File: src/rtl/hs_upload_reader.sv
// rtl/hs_upload_reader.sv - serves hps_io NVRAM upload reads from the hiscore dump RAM
// The CPU is held paused for the whole upload so every byte read back is coherent.
module hs_upload_reader #(
  parameter int DUMPWIDTH  = 10,
  parameter int DUMPINDEX  = 4,
  parameter int RD_LATENCY = 1
) (
  input  logic                 i_clk_sys,
  input  logic                 i_reset_n,
  input  logic                 i_ioctl_upload,
  input  logic [7:0]           i_ioctl_index,
  input  logic                 i_ioctl_rd,
  input  logic [24:0]          i_ioctl_addr,
  output logic [7:0]           o_ioctl_din,
  output logic                 o_ioctl_wait,
  output logic [DUMPWIDTH-1:0] o_ram_addr,
  output logic                 o_ram_rd,
  input  logic [7:0]           i_ram_q,
  input  logic                 i_cpu_paused,
  output logic                 o_pause_req,
  output logic                 o_upload_active,
  output logic                 o_done
);

  typedef enum logic [2:0] {
    S_IDLE, S_PAUSE_WAIT, S_SERVE, S_FETCH, S_LATCH, S_RESUME
  } state_t;

  state_t               r_state;
  state_t               w_next;
  logic                 r_upload_d;
  logic                 r_pending;
  logic [24:0]          r_pend_addr;
  logic [1:0]           r_cnt;
  logic [7:0]           r_din;
  logic [DUMPWIDTH-1:0] r_ram_addr;

  logic        w_start;
  logic        w_fall;
  logic        w_req_valid;
  logic [24:0] w_req_addr;
  logic        w_req_in_range;
  logic        w_enter_fetch;
  logic        w_oor_reply;

  assign w_start    = !r_upload_d && i_ioctl_upload && (i_ioctl_index == 8'(DUMPINDEX));
  assign w_fall     = r_upload_d && !i_ioctl_upload;
  // A fresh strobe takes priority over an address parked while waiting for the pause.
  assign w_req_valid    = i_ioctl_rd || r_pending;
  assign w_req_addr     = i_ioctl_rd ? i_ioctl_addr : r_pend_addr;
  assign w_req_in_range = (w_req_addr[24:DUMPWIDTH] == '0);

  always_ff @(posedge i_clk_sys) begin
    if (!i_reset_n) r_state <= S_IDLE;
    else            r_state <= w_next;
  end

  always_comb begin
    w_next          = r_state;
    o_ioctl_wait    = 1'b0;
    o_ram_rd        = 1'b0;
    o_pause_req     = 1'b0;
    o_upload_active = 1'b1;
    o_done          = 1'b0;
    case (r_state)
      S_IDLE: begin
        o_upload_active = 1'b0;
        if (w_start) w_next = S_PAUSE_WAIT;
      end
      S_PAUSE_WAIT: begin
        o_ioctl_wait = 1'b1;
        o_pause_req  = 1'b1;
        if (w_fall)
          w_next = S_RESUME;
        else if (i_cpu_paused)
          w_next = (w_req_valid && w_req_in_range) ? S_FETCH : S_SERVE;
      end
      S_SERVE: begin
        o_pause_req = 1'b1;
        if (w_fall)
          w_next = S_RESUME;
        else if (i_ioctl_rd && w_req_in_range)
          w_next = S_FETCH;
      end
      S_FETCH: begin
        o_ioctl_wait = 1'b1;
        o_pause_req  = 1'b1;
        o_ram_rd     = (r_cnt == 2'd0);
        if (w_fall)
          w_next = S_RESUME;
        else if (r_cnt == 2'(RD_LATENCY - 1))
          w_next = S_LATCH;
      end
      S_LATCH: begin
        o_ioctl_wait = 1'b1;
        o_pause_req  = 1'b1;
        w_next       = w_fall ? S_RESUME : S_SERVE;
      end
      S_RESUME: begin
        o_done = 1'b1;
        w_next = S_IDLE;
      end
      default: w_next = S_IDLE;
    endcase
  end

  assign w_enter_fetch = (w_next == S_FETCH) && (r_state != S_FETCH);
  assign w_oor_reply   = ((r_state == S_SERVE) || (r_state == S_PAUSE_WAIT)) &&
                         (w_next == S_SERVE) && w_req_valid && !w_req_in_range;

  always_ff @(posedge i_clk_sys) begin
    if (!i_reset_n) begin
      r_upload_d  <= 1'b0;
      r_pending   <= 1'b0;
      r_pend_addr <= '0;
      r_cnt       <= '0;
      r_din       <= '0;
      r_ram_addr  <= '0;
    end else begin
      r_upload_d <= i_ioctl_upload;

      if (w_next != S_PAUSE_WAIT) begin
        r_pending <= 1'b0;
      end else if (r_state == S_PAUSE_WAIT && i_ioctl_rd) begin
        r_pending   <= 1'b1;
        r_pend_addr <= i_ioctl_addr;
      end

      if (w_enter_fetch) begin
        r_cnt      <= '0;
        r_ram_addr <= w_req_addr[DUMPWIDTH-1:0];
      end else if (r_state == S_FETCH) begin
        r_cnt <= r_cnt + 2'd1;
      end

      // An abandoned fetch never reaches LATCH->SERVE, so the host byte stays put.
      if (r_state == S_LATCH && w_next == S_SERVE)
        r_din <= i_ram_q;
      else if (w_oor_reply)
        r_din <= 8'hFF;
    end
  end

  assign o_ioctl_din = r_din;
  assign o_ram_addr  = r_ram_addr;

endmodule

File: config.mk
export PLATFORM = sky130hd
export DESIGN_NAME = hs_upload_reader
export DESIGN_NICKNAME = d
export VERILOG_FILES = /design/src/rtl/hs_upload_reader.sv
export SDC_FILE = /design/constraint.sdc
export NUM_CORES = 1
export LEC_CHECK = 0
export CAP_MARGIN = 25
export CORE_AREA = 2 2 84 86
export CTS_CLUSTER_SIZE = 40
export DETAILED_ROUTE_END_ITERATION = 12
export DIE_AREA = 0 0 86 88
export GPL_TIMING_DRIVEN = 0
export PLACE_DENSITY = 0.71
export SYNTH_ARGS = -nofsm -noshare
export SYNTH_HDL_FRONTEND = slang
export SYNTH_SLANG_ARGS = --single-unit
File: constraint.sdc
create_clock -name i_clk_sys -period 3.2 [get_ports i_clk_sys]
set_clock_uncertainty 0.1 [all_clocks]
set_input_delay 0.32 -clock i_clk_sys [delete_from_list [all_inputs] [get_ports i_clk_sys]]
set_output_delay 0.32 -clock i_clk_sys [all_outputs]
set_load 0.05 [all_outputs]
==> results summary <==
The run finished with clean final reports. In the global route stage, overall resource usage came out at 14.85%. TritonCTS built the clock tree. Once detailed placement completed, the half-perimeter wirelength came to 4009 microns.

The largest voltage drop on the vdd net came out at 156.3 uV. The proportion of layout cells with a drive suffix above 1 came out at 13.15%. Summed over all cells, the static leakage comes to 0.001055 uW. The number of design-rule violations left by the first detailed-router iteration is 82. In the final routed layout, each cell accounts on average for 13.22 microns. The maximum fanout along the worst path came out at 9. The highest clock frequency the design can meet is 385.9 MHz. The filler-free cell count of the finished design came out at 407. The number of filler cells placed in the layout is 651. The via density per instance came out at 4.916.

For this run the aggregate overflow at the end of global routing stands at 0. The total die area came out at 7568 sq um. The post-layout net count is 374. Setup repair after global routing left no endpoint under its margin. The cell count after synthesis is 253. The transition time at the pin with the least slew margin came out at 0.7507 ns. The post-route total power came out at 1164 uW. The max-capacitance violation count came out at 0. The number of buffers inserted during clock tree synthesis is 5. The total iterations of the first detailed-routing run came out at 4. Summed over all failing endpoints, the final setup total negative slack is 0 ns. The register area share after synthesis is 44.57%. The die height is 88 microns.

The H-tree level count is 2. For this design the top-level I/O count stands at 69. The fraction of synthesis flops using an asynchronous set or reset pin came out at 0%. The first global-routing pass estimated 8894 microns of wire.

The floorplan has 30 rows. The number of antenna repair diodes is 0. The number of antenna violations at the first check in global routing is 0. The insertion delay to the later sink of the worst-skew pair is 0.31 ns.

The worst hold path cell count is 2. Entering global routing, the biggest net connects 16 pins. The post-route DRC violation count came out at 0. The count of buffers added on input and output ports is 67. The clock period minus final worst setup slack came out at 2.591 ns. The sink count of the clock tree is 50. The kind of capture point of the worst setup path is an output pin. Relative to the synthesized area, the layout overhead comes to 39.11%.

The mean instance size in the synthesized netlist is 8.877 sq um. The library cell used most frequently in the layout, excluding fill and tap cells, is sky130_fd_sc_hd__clkdlybuf4s50_1. The clock slew at the register clock pins of the worst setup and hold paths came out at 0.09 ns.

The most instantiated flip-flop cell in the synthesis netlist is sky130_fd_sc_hd__dfxtp_1. The post-placement cell count came out at 400. The number of instances resized during post-cts repair is 0.

The clock root buffer master is sky130_fd_sc_hd__clkbuf_8. After synthesis, the cell types taking the most area are sky130_fd_sc_hd__dfxtp_1 45%, sky130_fd_sc_hd__nand2_1 9.9%, sky130_fd_sc_hd__a21oi_1 6.2%, sky130_fd_sc_hd__mux2i_1 4.5%, sky130_fd_sc_hd__a21oi_2 4.3%. The final number of max-transition violations is 0.

In the layout the commonest cells are 67 x sky130_fd_sc_hd__clkdlybuf4s50_1, 59 x sky130_fd_sc_hd__nand2_1, 50 x sky130_fd_sc_hd__dfxtp_1, 28 x sky130_fd_sc_hd__a21oi_1, 11 x sky130_fd_sc_hd__a21oi_2. The via count of the first global-routing pass is 1944. The post-route worst hold slack came out at 0.3576 ns. The hold violation total from the final report came out at 0. The quantity of hold-fixing buffers added after cts came out at 0. The cell area after synthesis is 2246 sq um. The final critical path takes up 80.98% of the cycle.

The maximum clock insertion buffer count is 2. In this run the worst hold path is classified as flop to flop. The data required time of the worst path is 2.78 ns. The yosys synthesis warning count came out at 0.

The worst-case reg-to-reg path depth came out at 8. Synthesis inferred 50 register bits. The congestion estimate from routability-driven global placement came to 0.8015.

The routed layout has 2001 vias. The relative slew slack came out at 49.95%. Data on the critical path arrives at its endpoint at 2.17 ns. By startpoint and endpoint, the worst setup path is classified as flop to output pin. The area of the core came out at 6644 sq um. The largest area contributor in the netlist is sky130_fd_sc_hd__dfxtp_1. When the netlist entered floorplanning its net count stood at 300. Once placement finished, the instance area stood at 3017 sq um. The setup violation total in the final timing report came out at 0.

Summing all non-filler instances in the final layout gives an area of 3124 sq um. The power density over the cells came out at 372.4 nW/um^2. The count of distinct cell types in the synthesized netlist is 39. In this run the remaining antenna-violating nets after routing total 0. Yosys mapped a number of flops with a built-in enable equal to 0. The number of setup buffers added after CTS is 0. Summed over its instances, the top area cell type makes up 44.57% of the synthesized netlist area. The final wirelength came out at 5381 microns. The initial utilization of the core area, before any placement, comes to 33.80%. The kind of start point of the critical path is a flop. The width of the chip came out at 86 microns.
==> worst max-delay path, stage by stage (launching register included) <==
cell	delay, ns
sky130_fd_sc_hd__dfxtp_1	0.33
sky130_fd_sc_hd__buf_6	0.12
sky130_fd_sc_hd__nor2b_1	0.35
sky130_fd_sc_hd__and3_1	0.24
sky130_fd_sc_hd__clkdlybuf4s50_1	0.81
==> path summary, 6_finish.rpt <==
| kind | start | to | slack, ns |
|---|---|---|---|
| setup / recovery | r_state[0] | o_ram_rd | 0.61 |
| hold / removal | r_pend_addr[14] | r_pend_addr[14] | 0.36 |
| setup reg to reg | r_state[0] | r_pend_addr[4] | 1.05 |
| hold reg to reg | r_pend_addr[14] | r_pend_addr[14] | 0.36 |
==> Yosys cell counts (3+ instances only) <==
master	n
sky130_fd_sc_hd__a21oi_1	28
sky130_fd_sc_hd__a21oi_2	11
sky130_fd_sc_hd__a311oi_1	10
sky130_fd_sc_hd__and2_1	3
sky130_fd_sc_hd__buf_2	7
sky130_fd_sc_hd__clkbuf_1	7
sky130_fd_sc_hd__dfxtp_1	50
sky130_fd_sc_hd__inv_1	4
sky130_fd_sc_hd__mux2i_1	10
sky130_fd_sc_hd__nand2_1	59
sky130_fd_sc_hd__nand2b_1	4
sky130_fd_sc_hd__nand3_1	3
sky130_fd_sc_hd__nor2_1	7
sky130_fd_sc_hd__nor2b_1	3
sky130_fd_sc_hd__nor3_1	5
sky130_fd_sc_hd__nor4_1	5
sky130_fd_sc_hd__o221a_2	8
sky130_fd_sc_hd__o22ai_1	3
==> per-stage QoR <==
step                setup slack [ns]  util, %
floorplan                      1.198        -
global placement              0.7466    45.40
detailed placement            0.7301    45.40
CTS                           0.5948    47.02
global route                  0.5157    47.02
finish                        0.6088    47.02
==> kinds of logic after synthesis <==
| kind of cell | synth area share (%) |
|---|---|
| AO/OA/AOI/OAI | 21.78 |
| XOR/XNOR | 0.7801 |
| adder cells (fa/ha/maj) | 0.5570 |
| buffers and inverters | 5.459 |
| flip-flops | 44.57 |
| multiplexers | 4.457 |
| AND/OR/NAND/NOR | 22.40 |
==> flip-flops by register name (all words and copies together), names as in the netlist <==
signal	cells
r_upload_d	1
r_pending	1
r_pend_addr	25
r_state	3
o_ram_addr	10
r_cnt	2
o_ioctl_din	8
==> area by class of cell <==
cell class                      count  area [sq um]  share of cell area [%]
Tap cell                           80         100.1                   3.204
Inverter                            5         18.77                  0.6007
Clock buffer                        5         68.82                   2.203
Sequential cell                    50          1001                   32.04
Buffer                             17         103.9                   3.324
Multi-Input combinational cell    181          1122                   35.92
Clock inverter                      2         38.79                   1.241
Timing Repair Buffer               67         670.6                   21.47
==> routing by layer <==
metal | GRT usage (%) | up-vias | part of all wire [%]
met5 | 0 | - | 0
li1 | - | 1046 | -
met1 | 18.03 | 904 | 47
met4 | 4.329 | 0 | 0.95
met3 | 4.524 | 6 | 5.0
met2 | 25.44 | 45 | 47
==> where the power goes <==
group | internal, uW | switching [uW]
sequential | 623 | 0.549
combinational | 60.7 | 38.0
clock | 230 | 212
total | 913 | 250
Note: power is estimated with default switching activity, not from simulation.
